--- config.mk ---
export PLATFORM = sky130hd
export DESIGN_NAME = mod_counter_flat
export DESIGN_NICKNAME = d
export VERILOG_FILES = /design/src/rtl/mod_counter_if.sv /design/src/rtl/mod_counter.sv /design/src/flat_wrapper.sv
export SDC_FILE = /design/constraint.sdc
export NUM_CORES = 1
export LEC_CHECK = 0
export CAP_MARGIN = 0
export CORE_AREA = 2 2 52 54
export DETAILED_ROUTE_END_ITERATION = 7
export DIE_AREA = 0 0 54 56
export GPL_TIMING_DRIVEN = 1
export PLACE_DENSITY = 0.76
export SLEW_MARGIN = 25
export SYNTH_ARGS = -nofsm -noshare
export SYNTH_HDL_FRONTEND = slang
export SYNTH_SLANG_ARGS = --single-unit
--- constraint.sdc ---
create_clock -name clk -period 1.9 [get_ports clk]
set_input_delay 0.38 -clock clk [delete_from_list [all_inputs] [get_ports clk]]
set_output_delay 0.38 -clock clk [all_outputs]
set_load 0.005 [all_outputs]
--- src/rtl/mod_counter_if.sv ---
// mod_counter_if: control/status bundle between test logic (master) and mod_counter (slave)
interface mod_counter_if #(
    parameter int WIDTH = 8
);
    logic             en;
    logic             load;
    logic             up_dn;
    logic             clr_ovf;
    logic [WIDTH-1:0] d_in;
    logic [WIDTH-1:0] count;
    logic             tc;
    logic             wrap;
    logic             ovf;

    modport master (output en, load, up_dn, d_in, clr_ovf, input count, tc, wrap, ovf);
    modport slave (input en, load, up_dn, d_in, clr_ovf, output count, tc, wrap, ovf);
endinterface

--- src/rtl/mod_counter.sv ---
// mod_counter: programmable-modulus loadable up/down counter with tc, wrap pulse and sticky ovf;
// defining MOD_COUNTER_SATURATE_EN makes boundary steps hold instead of wrapping
module mod_counter #(
    parameter int WIDTH   = 8,
    parameter int MODULUS = 200
) (
    input logic          clk,
    input logic          rst,
    mod_counter_if.slave bus
);
    localparam logic [WIDTH:0] MAX_V = (WIDTH + 1)'(MODULUS - 1);
    localparam logic [WIDTH:0] MOD_V = (WIDTH + 1)'(MODULUS);

    if (MODULUS < 2 || longint'(MODULUS) > (longint'(1) << WIDTH)) begin : g_bad_modulus
        $error("mod_counter: MODULUS %0d outside 2..2^%0d", MODULUS, WIDTH);
    end

    // counter kept one bit wider than the output so MODULUS = 2^WIDTH never relies on rollover
    logic [WIDTH:0] cnt_q;
    logic [WIDTH:0] ld_v;
    logic [WIDTH:0] step;
    logic [WIDTH:0] nxt;
    logic           tc;
    logic           wrap_q;
    logic           ovf_q;

    // boundary detection, clamped load value and next-count selection (load > en > hold)
    always_comb begin
        tc   = bus.en & ~bus.load & (bus.up_dn ? cnt_q == MAX_V : cnt_q == '0);
        ld_v = {1'b0, bus.d_in} < MOD_V ? {1'b0, bus.d_in} : MAX_V;
`ifdef MOD_COUNTER_SATURATE_EN
        step = tc ? cnt_q : (bus.up_dn ? cnt_q + 1'b1 : cnt_q - 1'b1);
`else
        step = tc ? (bus.up_dn ? '0 : MAX_V) : (bus.up_dn ? cnt_q + 1'b1 : cnt_q - 1'b1);
`endif
        nxt  = bus.load ? ld_v : (bus.en ? step : cnt_q);
    end

    // state registers; wrap echoes tc one cycle later, ovf is set by tc and beats clr_ovf
    always_ff @(posedge clk or negedge rst) begin
        if (!rst) begin
            cnt_q  <= '0;
            wrap_q <= 1'b0;
            ovf_q  <= 1'b0;
        end else begin
            cnt_q  <= nxt;
            wrap_q <= tc;
            ovf_q  <= tc | (ovf_q & ~bus.clr_ovf);
        end
    end

    assign bus.count = cnt_q[WIDTH-1:0];
    assign bus.tc    = tc;
    assign bus.wrap  = wrap_q;
    assign bus.ovf   = ovf_q;
endmodule
--- src/flat_wrapper.sv ---
// flat-port wrapper written by rule: the top's interface ports become plain ports
module mod_counter_flat 
#(
    parameter int WIDTH   = 8,
    parameter int MODULUS = 200
)
  (clk, rst, bus_en, bus_load, bus_up_dn, bus_d_in, bus_clr_ovf, bus_count, bus_tc, bus_wrap, bus_ovf);
  mod_counter_if #(.WIDTH(WIDTH)) bus_i ();
  input logic clk;
  input logic rst;
  input wire logic [$bits(bus_i.en)-1:0] bus_en;
  input wire logic [$bits(bus_i.load)-1:0] bus_load;
  input wire logic [$bits(bus_i.up_dn)-1:0] bus_up_dn;
  input wire logic [$bits(bus_i.d_in)-1:0] bus_d_in;
  input wire logic [$bits(bus_i.clr_ovf)-1:0] bus_clr_ovf;
  output wire logic [$bits(bus_i.count)-1:0] bus_count;
  output wire logic [$bits(bus_i.tc)-1:0] bus_tc;
  output wire logic [$bits(bus_i.wrap)-1:0] bus_wrap;
  output wire logic [$bits(bus_i.ovf)-1:0] bus_ovf;
  assign bus_i.en = bus_en;
  assign bus_i.load = bus_load;
  assign bus_i.up_dn = bus_up_dn;
  assign bus_i.d_in = bus_d_in;
  assign bus_i.clr_ovf = bus_clr_ovf;
  assign bus_count = bus_i.count;
  assign bus_tc = bus_i.tc;
  assign bus_wrap = bus_i.wrap;
  assign bus_ovf = bus_i.ovf;
  mod_counter #(.WIDTH(WIDTH), .MODULUS(MODULUS)) u_core (.clk(clk), .rst(rst), .bus(bus_i));
endmodule
==> impl_metrics.env <==
export IMPL_status="complete, but fails checks"
export IMPL_violations="negative setup slack"
export IMPL_fin_nets=186
export IMPL_n_fill_cell=197
export IMPL_regArea_um2=276.5
export IMPL_slew_headroom=0.6710
export IMPL_diodes=0
export IMPL_grt_setup_unrepaired="true"
export IMPL_cts_clk_slew_worst_paths_ns=0.07
export IMPL_dominantRegCellSynth="dfrtp_1"
export IMPL_die_h_um=56
export IMPL_final_min_clock_period_ns=1.916
export IMPL_cts_tree="built"
export IMPL_grt_util_met1=0.2504
export IMPL_placementRows=18
export IMPL_async_flop_share=1.000
export IMPL_syn_area_um2=952.2
export IMPL_max_cap_viol_count=0
export IMPL_hold_violations=0
export IMPL_p_total_uw=1140
export IMPL_io_buffer_count=24
export IMPL_met2_usage=0.3258
export IMPL_wl_um=2824
export IMPL_initial_core_util=0.3915
export IMPL_synth_seq_cells=11
export IMPL_drive_gt1_frac=0.4110
export IMPL_path_cells="buf_4, nor4_2, a2bb2o_4, nand3_2, inv_2, buf_2"
export IMPL_peakVddDrop_mv=0.5155
export IMPL_crit_fanout=3
export IMPL_cts_root_buf="clkbuf_4"
export IMPL_crit_path_start_kind="flip-flop"
export IMPL_grt_busiest_layer="met2"
export IMPL_post_dp_hpwl_um=1990
export IMPL_die_w_um=54
export IMPL_avgViaCountPerCell=5.311
export IMPL_netlist_top_cell_by_area="dfrtp_1"
export IMPL_worstSkewPairLatency_ns=0.27
export IMPL_worst_pin_slew_ns=0.4919
export IMPL_synth_cell_types=34
export IMPL_synth_edf_count=0
export IMPL_gr_total_overflow=0
export IMPL_io_pins=25
export IMPL_avgSynthCellArea_um2=8.735
export IMPL_finalNonFillerCells=193
export IMPL_synth_top_area_frac=0.2891
export IMPL_syn_nets=131
export IMPL_finalWorstSetupSlack_ns=-0.01600
export IMPL_synthToLayoutAreaGrowth_pct=65.70
export IMPL_grt_start_max_net_pins=20
export IMPL_fin_worst_skew_ns=0.003330
export IMPL_dr_pass1_iters=4
export IMPL_hold_slack_ns=0.4376
export IMPL_fp_dieArea_um2=3024
export IMPL_core_um2=2432
export IMPL_period_share=1.008
export IMPL_yosys_warnings=0
export IMPL_grt_use_total=0.2009
export IMPL_multi_input_comb_area_um2=700.7
export IMPL_cts_buffers=3
export IMPL_powerDensity_nw_per_um2=722.6
export IMPL_path_class="reg -> out"
export IMPL_setup_viol=1
export IMPL_drt_iter0_drc=25
export IMPL_fmax_mhz=521.9
export IMPL_worstPathRequired_ns=1.52
export IMPL_cp_data_arrival_time_ns=1.54
export IMPL_place_inst=179
export IMPL_cts_buffer_depth=2
export IMPL_yosys_top_cells_area="dfrtp_1 (29%), ha_1 (9.2%), buf_4 (6.3%), a21oi_1 (4.2%), nand2_1 (3.9%)"
export IMPL_end_kind="output port"
export IMPL_p_leak_uw=0.0006847
export IMPL_slew_violations=0
export IMPL_placed_area_um2=1368
export IMPL_first_global_vias=1066
export IMPL_grt_use_met3=0.04570
export IMPL_cts_htree_levels=1
export IMPL_cp_buffers_inverters=3
export IMPL_antenna_found_initial=0
export IMPL_dr_total_vias=1025
export IMPL_antenna_left=0
export IMPL_cp_slowest_cell="dfrtp_1"
export IMPL_gp_congestion=0.8778
export IMPL_drc=0
export IMPL_final_cell_area_um2=1578
export IMPL_setup_tns_ns=-0.01600
export IMPL_slowest_delay_ns=0.40
export IMPL_wl_per_cell_um=14.63
export IMPL_hold_class="in -> async"
export IMPL_synthCells=109
export IMPL_grt_pass1_wl_um=4540
export IMPL_crit_family="flip-flops"
export IMPL_yosysSeqAreaShare=0.2891
export IMPL_cts_sinks=11
[power by group]
part / leakage [µW] / switching (µW) / internal (µW)
clock: 0.0000150 / 77.9 / 81.4
sequential: 0.000136 / 39.2 / 268
combinational: 0.000533 / 280 / 394
total: 0.000685 / 397 / 743
[area by class of cell]
cell class	instances	area share
multi-input cells	82	0.4441
repair buffers	61	0.3259
flip-flops and latches	11	0.1753
well taps	30	0.02379
clock buffers	4	0.01665
inverters	5	0.01427
[through the flow]
step	util	setup slack (ns)
after floorplan	-	0.0007947
after global placement	0.5622	-0.5705
after detailed placement	0.5622	-0.6559
after CTS	0.6121	-0.03969
after global routing	0.6487	-0.1276
final	0.6487	-0.01600
[what timing repair did]
| action | CTS | global route |
|---|---|---|
| gates cloned | 0 | 0 |
| gates resized for setup | 15 | 11 |
| endpoints found under the setup margin | 7 | 6 |
| hold endpoints to repair | 0 | 0 |
| hold buffers | 0 | 0 |
| pin swaps | 6 | 9 |
| setup buffers | 8 | 2 |
[Yosys cell counts, drive strengths merged (2+ instances only)]
cell and number:
a21o 3, a21oi 8, a31oi 3, buf 8, clkbuf 3, dfrtp 11
ha 7, inv 5, mux2i 2, nand2 10, nand3 7, nand4 4
nor2 4, nor2b 2, nor3b 3, nor4 2, o211ai 3, o21ai 6
o311ai 2, or3b 2, xnor2 2, xor2 4
[logic make-up (layout without fill, tap and decap cells)]
logic type                 after synthesis  count (layout)  synth area share
buffers and inverters                   16              70           0.09462
DFF                                     11              11            0.2891
AOI/OAI and AO/OA                       29              29            0.2076
muxes                                    2               2           0.02103
and+or+nand+nor                         37              37            0.2194
xor gates and xnor gates                 6               6           0.05519
adders and majority gates                8               8            0.1130
[placed cells by master, fill, tap and decap left out, types with 3 or more instances in the layout]
master / n
ha_4: 6
dfrtp_1: 10
xor2_1: 4
nor2_1: 4
clkdlybuf4s50_1: 21
nor3b_1: 3
a21oi_1: 6
nand4_1: 4
inv_1: 3
o211ai_1: 3
nand2_1: 9
nand3_1: 5
buf_4: 36
o21ai_0: 5
clkbuf_4: 3
[registers in the layout (all words and copies together), names as in the netlist]
| name | cells |
|---|---|
| u_core.bus.ovf | 1 |
| u_core.cnt_q | 9 |
| u_core.bus.wrap | 1 |
[worst paths after layout]
kind                                 startpoint  cells past startpoint  slack (ns)         endpoint
worst max-delay path            u_core.cnt_q[2]                      6       -0.02           bus_tc
worst min-delay path                        rst                      1        0.44  u_core.cnt_q[5]
worst max register to register  u_core.cnt_q[7]                      8        0.01  u_core.cnt_q[8]
worst min register to register   u_core.bus.ovf                      2        0.54   u_core.bus.ovf
max in group asynchronous                   rst                      1        1.10  u_core.cnt_q[1]
min in group clk                 u_core.bus.ovf                      2        0.54   u_core.bus.ovf
[per-layer routing]
layer / wire length, µm / vias up
met5: 0 / -
met1: 1162 / 487
met4: 63 / 0
met3: 124 / 8
li1: - / 499
met2: 1473 / 31
Power figures use the tool's default switching activity.
